## src/rtl/demux_8_tdm_pkg.sv

```systemverilog
// Shared constants for the 8-slot TDM receive demultiplexer.
package demux_8_tdm_pkg;
   localparam int NUM_SLOTS = 8;
   localparam int SLOT_W    = 3;
endpackage

```

## src/rtl/demux_8_tdm_demux_1_8.sv

```systemverilog
// 1-to-8 one-hot decoder producing per-slot write enables.
module demux_1_8
   import demux_8_tdm_pkg::*;
(
   input  logic [SLOT_W-1:0]    sel,
   input  logic                 en,
   output logic [NUM_SLOTS-1:0] onehot
);

   always_comb begin
      onehot = '0;
      if (en) onehot[sel] = 1'b1;
   end

endmodule

```

## src/rtl/demux_8_tdm.sv

```systemverilog
// TDM demultiplexer: assembles 8-slot frames from a serial word stream into a
// single-entry output buffer with valid/ready handshake.
module demux_8_tdm
   import demux_8_tdm_pkg::*;
#(
   parameter int W = 1
) (
   input  logic                  clk,
   input  logic                  rst_n,
   input  logic [W-1:0]          d,
   input  logic                  d_valid,
   input  logic                  sof,
   output logic [NUM_SLOTS*W-1:0] y,
   output logic                  y_valid,
   input  logic                  y_ready,
   output logic [SLOT_W-1:0]     slot,
   output logic                  overrun,
   output logic                  sync_err
);

   // Slot 7 is never stored: it goes straight into y together with slots 0..6.
   logic [W-1:0]           asm_q [NUM_SLOTS-1];
   logic [W-1:0]           asm_d [NUM_SLOTS-1];
   logic [SLOT_W-1:0]      slot_q, slot_d;
   logic [NUM_SLOTS*W-1:0] y_q, y_d;
   logic                   y_valid_q, y_valid_d;
   logic                   overrun_q, overrun_d;
   logic                   sync_err_q, sync_err_d;

   logic [SLOT_W-1:0]      sel;
   logic [NUM_SLOTS-1:0]   we;
   logic                   out_free;

   assign sel = sof ? '0 : slot_q;

   demux_1_8 u_dec (
      .sel    (sel),
      .en     (d_valid),
      .onehot (we)
   );

   assign out_free = !y_valid_q || y_ready;

   always_comb begin
      asm_d      = asm_q;
      slot_d     = slot_q;
      y_d        = y_q;
      y_valid_d  = y_valid_q;
      overrun_d  = 1'b0;
      sync_err_d = 1'b0;

      for (int k = 0; k < NUM_SLOTS - 1; k++) begin
         if (we[k]) asm_d[k] = d;
      end

      if (d_valid) begin
         if (sof) begin
            slot_d     = SLOT_W'(1);
            sync_err_d = (slot_q != '0);
         end else begin
            slot_d = slot_q + SLOT_W'(1);
         end
      end

      if (y_valid_q && y_ready) y_valid_d = 1'b0;

      // we[7] can only be set by a non-sof word landing in the last slot.
      if (we[NUM_SLOTS-1]) begin
         if (out_free) begin
            for (int k = 0; k < NUM_SLOTS - 1; k++) y_d[k*W +: W] = asm_q[k];
            y_d[(NUM_SLOTS-1)*W +: W] = d;
            y_valid_d = 1'b1;
         end else begin
            overrun_d = 1'b1;
         end
      end
   end

   always_ff @(posedge clk or negedge rst_n) begin
      if (!rst_n) begin
         for (int k = 0; k < NUM_SLOTS - 1; k++) asm_q[k] <= '0;
         slot_q     <= '0;
         y_q        <= '0;
         y_valid_q  <= 1'b0;
         overrun_q  <= 1'b0;
         sync_err_q <= 1'b0;
      end else begin
         asm_q      <= asm_d;
         slot_q     <= slot_d;
         y_q        <= y_d;
         y_valid_q  <= y_valid_d;
         overrun_q  <= overrun_d;
         sync_err_q <= sync_err_d;
      end
   end

   assign y        = y_q;
   assign y_valid  = y_valid_q;
   assign slot     = slot_q;
   assign overrun  = overrun_q;
   assign sync_err = sync_err_q;

endmodule

```

## config.mk

```make
export PLATFORM = sky130hd
export DESIGN_NAME = demux_8_tdm
export DESIGN_NICKNAME = d
export VERILOG_FILES = /design/src/rtl/demux_8_tdm_pkg.sv /design/src/rtl/demux_8_tdm_demux_1_8.sv /design/src/rtl/demux_8_tdm.sv
export SDC_FILE = /design/constraint.sdc
export NUM_CORES = 1
export LEC_CHECK = 0
export ABC_AREA = 1
export CAP_MARGIN = 20
export CORE_ASPECT_RATIO = 0.75
export CORE_MARGIN = 4
export CORE_UTILIZATION = 48
export CTS_CLUSTER_SIZE = 25
export DETAILED_ROUTE_END_ITERATION = 16
export PLACE_DENSITY_LB_ADDON = 0.25
export SLEW_MARGIN = 40
export SYNTH_ARGS = -nofsm -noshare
export SYNTH_HDL_FRONTEND = slang
export SYNTH_SLANG_ARGS = --single-unit
```

## constraint.sdc

```tcl
create_clock -name clk -period 1.4 [get_ports clk]
set_input_delay 0.28 -clock clk [delete_from_list [all_inputs] [get_ports clk]]
set_output_delay 0.28 -clock clk [all_outputs]
set_load 0.05 [all_outputs]
```

# ---- Yosys cells after proc, flatten, opt, wreduce, memory -nomap -nowiden
# Cells that the tools add are included.
# W data, S select, Z words.
dict set report op_classes {
  n_reduce_logical 6
  shift 0
  muxes 12
  n_lt_le_gt_ge 2
  n_addsub 1
  n_bitwise 0
  n_div 0
  n_eq_ne 0
  mul 0
}
# cell n
set ops {}
lappend ops {{$mux W1} 8}
lappend ops {{$mux W8} 1}
lappend ops {{$mux W3} 2}
lappend ops {{$lt A3 B4 Y1 const B} 1}
lappend ops {{$add A3 B1 Y3 const B} 1}
lappend ops {{$demux W1 S3} 1}
lappend ops {{$ge A3 B1 Y1 const B} 1}
lappend ops {{$reduce_bool A3 Y1} 1}
lappend ops {{$logic_and A1 B1 Y1} 2}
lappend ops {{$reduce_and A2 Y1} 1}
lappend ops {{$logic_not A1 Y1} 1}
lappend ops {{$logic_or A1 B1 Y1} 1}
dict set report word_totals {
  register_bits 21
  mem_bits_rw 0
  mem_bits_ro 0
  memories 0
  latch_bits 0
}

# ---- Logic depth before layout (Yosys ltp)
dict set report depth {
  ltp_word 7
  depth_mapped 6
  mapped_depth_nobuf 6
}

# ---- Cells and area by module
# From an unflattened synthesis, not the netlist that was laid out.
dict set report hier_totals {
  hier_cells 112
  hier_area_um2 989.7
}
# mod n_inst area_per_inst_um2 seq_area_each_um2 cells_per_inst
set by_module_without_submodules {}
lappend by_module_without_submodules {demux_8_tdm 1 925.9 525.5 95}
lappend by_module_without_submodules {demux_1_8 1 63.8 0.0 17}

# ---- Worst setup path before layout
# OpenSTA, ideal clock, no wires.
dict set report synth_path {
  path_kind {reg-to-reg}
  from {register slot_q[1], in the netlist slot[1]}
  to {register y_q[0], in the netlist y[0]}
  required_ps 1281
  stages_incl_launch_ff 6
  path_buffers 0
  period_less_slack_ps 1408
  path_slack_ps -8
  setup_ps 119
  arrival_ps 1289
  cell_sequence {dfrtp_1 > nand3_4 > nor2_8 > nand2_4 > nand2_1 > nand2_1}
}
dict set report synth_via {
  elab_chain_len 7
}
# element line_no
set synth_lines {}
lappend synth_lines {{start, declared} demux_8_tdm.sv:24} ;# logic [SLOT_W-1:0] slot_q, slot_d;
lappend synth_lines {{start signal, assigned} demux_8_tdm.sv:89} ;# slot_q <= slot_d;
lappend synth_lines {{$mux W3 (*)} demux_8_tdm.sv:34} ;# assign sel = sof ? '0 : slot_q;
lappend synth_lines {{$lt A3 B4 Y1 (implied by the code) / $ge A3 B1 Y1 (equally long branches)} demux_8_tdm_demux_1_8.sv:12} ;# if (en) onehot[sel] = 1'b1;
lappend synth_lines {{$logic_and A1 B1 Y1 (implied by the code)} demux_8_tdm_demux_1_8.sv:12}
lappend synth_lines {{$mux W1 (implied by the code)} demux_8_tdm_demux_1_8.sv:12}
lappend synth_lines {{$demux W1 S3 (*)} --}
lappend synth_lines {{$mux W8 (*)} demux_8_tdm_demux_1_8.sv:12}
lappend synth_lines {{$reduce_and A2 Y1 (no line) (*)} --}
lappend synth_lines {{end signal, assigned} demux_8_tdm.sv:90} ;# y_q <= y_d;
lappend synth_lines {{end, declared} demux_8_tdm.sv:25} ;# logic [NUM_SLOTS*W-1:0] y_q, y_d;
# Mark *: on every way between the ends. The rest lies on a longest branch, timed or not.
# A chain may end at the register's enable or synchronous reset.

# ---- Final worst setup path
dict set report layout_path {
  from {register slot_q[2], in the netlist slot[2]}
  to {output port slot[2]}
}
# element line_no
set layout_lines {}
lappend layout_lines {{end, declared} demux_8_tdm.sv:16} ;# output logic [SLOT_W-1:0] slot,
# No word-level cell between the ends.

==> summary.md <==
The run finished with clean final reports. For this design, the CTS-stage hold fixing added 0 buffers. In the post-synthesis netlist, the biggest area contributors are sky130_fd_sc_hd__dfrtp_1 56%, sky130_fd_sc_hd__nand2_1 16%, sky130_fd_sc_hd__nand3_1 6.4%. Based on the critical path, the design can be clocked at up to 766.2 MHz. The DRC violations left was 0.

In this run the vertical extent of the chip is 46.22 µm. The core region is 0.001789 mm². The overall track demand over capacity in global routing was 0.1819. On the critical path the largest part of the delay comes from flip-flops. TritonCTS built the clock tree. In this run the power density over the cells is 1161 mW/mm². Data arrives at the worst endpoint at 1.03 ns.

The tools report the largest net degree at the start of global routing as 22. The largest total area in the synthesized netlist belongs to sky130_fd_sc_hd__dfrtp_1. For the number of optimization iterations in the first detailed-route pass, the log shows 4. The tools report the setup skew after layout as 0.01064 ns.

The horizontal extent of the die was 58.96 µm; the number of filler cells placed in the layout was 116. For the worst slew margin relative to its limit, the log shows 0.7922. The most frequently used cell type in the post-synthesis netlist was sky130_fd_sc_hd__nand2_1. Traced cell by cell, the critical path runs through buf_12.

The area growth from synthesis to layout is 45.92%. The post-synthesis net count is 111. The count of endpoints failing hold in the final timing report was 0; the total negative setup slack was 0 ns. The most used flip-flop cell after synthesis is sky130_fd_sc_hd__dfrtp_1.

Async set-reset flop share out of synthesis: 1.000. For the global-route wire length before repair, the log shows 3539 µm. The final antenna diode count came out at 0.

Remaining global-route overflow: 0. Clock sink count: 21. The power share of the clock group is 0.176. Number of buffers inserted during clock tree synthesis: 3. The number of nets at the end of the flow was 140; the number of antenna violations at the first check in global routing was 0. The logs give 0 for the final setup violation count and 0 for the final number of max-transition violations. The worst setup path is of the reg2out kind.

The combinational cell fraction of total power came out at 0.303. The number of setup buffers added after CTS is 0. The fraction of the cycle the final worst path needs came out at 0.9323. The nature of the critical path endpoint was an output pin.

The ratio of routed vias to standard cells came out at 5.235. Setup repair after global routing left no endpoint under its margin. Clock tree synthesis selected as its root buffer the cell sky130_fd_sc_hd__clkbuf_4. Clock latency on the worst-skew pair, taken at its later pin, is 0.31 ns. The level count of the clock H-tree is 1. Overall power consumption after layout is estimated at 1.583 mW. The portion of synthesized cell area occupied by the leading cell type is 0.5622. Once detailed placement completed, the half-perimeter wirelength came to 1666 µm. In this run the worst hold path is classified as in2async. The final antenna-violating net count came out at 0. The share of final-layout standard cells stronger than drive strength 1 is 0.2519. The clock passes through at most 2 buffers. Input and output buffers added on the ports amount to 19. In this run, synthesis inferred 0 flip-flops with an integrated enable. By count the netlist is led by 39 x sky130_fd_sc_hd__nand2_1, 21 x sky130_fd_sc_hd__dfrtp_1, 12 x sky130_fd_sc_hd__nand3_1, 7 x sky130_fd_sc_hd__o21ai_0, 6 x sky130_fd_sc_hd__inv_1. The detailed router's first-iteration violation count came out at 23.

STA classifies the critical path startpoint as a flip-flop. After layout, the worst setup slack is 0.09485 ns. In this run the count of I/O pins placed on the die edge is 20.

For the count of distinct cell types in the synthesized netlist, the log shows 16. The tools report the number of global-route vias before repair as 807. Slowest cell on the critical path: sky130_fd_sc_hd__dfrtp_1. For this block, the via count after detailed routing is 801. After layout, the minimum clock period comes to 1.305 ns. The count of state elements after synthesis came out at 21.

Across all hold checks on the routed design, the worst slack comes to 0.3096 ns. The tools report the static leakage as 0.6887 nW. The buffer and inverter count on the worst path is 1, and the cell internal power dissipation is 1.037 mW. At the placement stage, the worst setup path has a slack of -0.1533 ns. After detailed routing, the average wire length per cell comes to 13.33 µm. The placement row count was 13; the clock transition time at the flip-flop clock pins of the worst setup and hold paths was 0.11 ns. The tools report the routed wire length as 2040 µm. The total number of yosys warnings was 0; the switching share of total power was 0.3453. The run gives 0.521 as the sequential group share of total power. The worst-case IR drop observed on VDD is 1036 µV. For this design the total switching power over the nets is 0.5468 mW. In this run the mean area of a mapped cell was 9.074 µm². The tools report the share of synthesized area occupied by flip-flops and latches as 0.5622. The starting density of the core was 0.5224; the required time of the worst setup path was 1.12 ns.

Across the run, the number of max-cap violations was 0. Measured slew at the worst slew-check pin: 0.3085 ns. The worst stage delay on the critical path came out at 0.53 ns. The maximum fanout along the worst path works out to 6. The post-synthesis cell count came out at 103. The synthesized netlist occupies a cell area of 934.6 µm². The final weighted congestion of routability-driven global placement is 0.7863, and the total die area is 0.002725 mm². The number of cells upsized or downsized after cts came out at 0.
## layout make-up
type,instances,area (µm²),area share
sequential,21,528.0,0.3872
timing repair buffer,25,375.4,0.2752
multi-input combinational,72,371.6,0.2725
inverter,9,33.78,0.02477
tap,22,27.53,0.02018
clock buffer,3,22.52,0.01651
clock inverter,1,5.005,0.003670
## flip-flops by register name, summed over array words and instances (netlist names)
signal and count:
asm_q 7, slot 3, overrun 1, sync_err 1
y_valid 1, y 8
## per-layer routing
metal  routed length, µm  track usage  up-vias  share of wire
met1                 849       0.2149      386           0.42
met2                1025       0.3194       21           0.50
met4                  27      0.05430        0          0.013
met5                   0            0        -              0
met3                 137      0.05882        4          0.067
li1                    -            -      390              -
## placed cells by master, fill, tap and decap left out
cell and count:
sky130_fd_sc_hd__buf_12 14, sky130_fd_sc_hd__clkbuf_4 3, sky130_fd_sc_hd__nor2_8 1, sky130_fd_sc_hd__o21ai_1 1
sky130_fd_sc_hd__dfrtp_1 19, sky130_fd_sc_hd__ha_1 2, sky130_fd_sc_hd__o21ai_0 7, sky130_fd_sc_hd__nand2_1 39
sky130_fd_sc_hd__buf_4 6, sky130_fd_sc_hd__nand2_4 1, sky130_fd_sc_hd__clkinv_1 1, sky130_fd_sc_hd__clkinv_2 1
sky130_fd_sc_hd__o21ai_2 1, sky130_fd_sc_hd__nand3_1 12, sky130_fd_sc_hd__clkdlybuf4s50_1 5, sky130_fd_sc_hd__nor2_1 4
sky130_fd_sc_hd__nand3_4 2, sky130_fd_sc_hd__a21oi_1 2, sky130_fd_sc_hd__dfrtp_2 2, sky130_fd_sc_hd__inv_2 2
sky130_fd_sc_hd__inv_1 6
## through the flow
step / area (µm²) / util / instances
detailed placement: 1336 / 0.7469 / 149
global placement: 1336 / 0.7469 / 149
global route: 1364 / 0.7622 / 153
finish: 1364 / 0.7622 / 153
floorplan: 937.1 / - / 103
CTS: 1364 / 0.7622 / 153
## power groups by stage
stage          sequential (mW)  combinational [mW]  clock, mW
6_report                 0.825               0.480      0.278
5_1_grt                  0.842               0.515      0.320
4_1_cts                  0.825               0.485      0.292
3_5_place_dp             0.836               0.484          0
3_3_place_gp             0.829               0.469          0
2_1_floorplan            0.917               0.128          0
## kinds of logic (layout without fill, tap and decap cells)
kind of cell / after synthesis / after routing / share of synthesized area
fa+ha+maj: 2 / 2 / 0.02677
buf+inv: 10 / 38 / 0.04015
simple gates: 59 / 59 / 0.3079
flops: 21 / 21 / 0.5622
compound gates: 11 / 11 / 0.06291
## final timing paths
kind,start,endpoint,slack [ns],cells past startpoint
max reg2reg,slot[2],y[3],0.17,5
min in group clk,asm_q[6],asm_q[6],0.51,2
min reg2reg,asm_q[6],asm_q[6],0.51,2
min,rst_n,slot[2],0.31,2
max,slot[2],slot[2],0.09,1
max in group asynchronous,rst_n,slot[0],0.85,2
No activity file was read; power rests on OpenSTA's default activity.
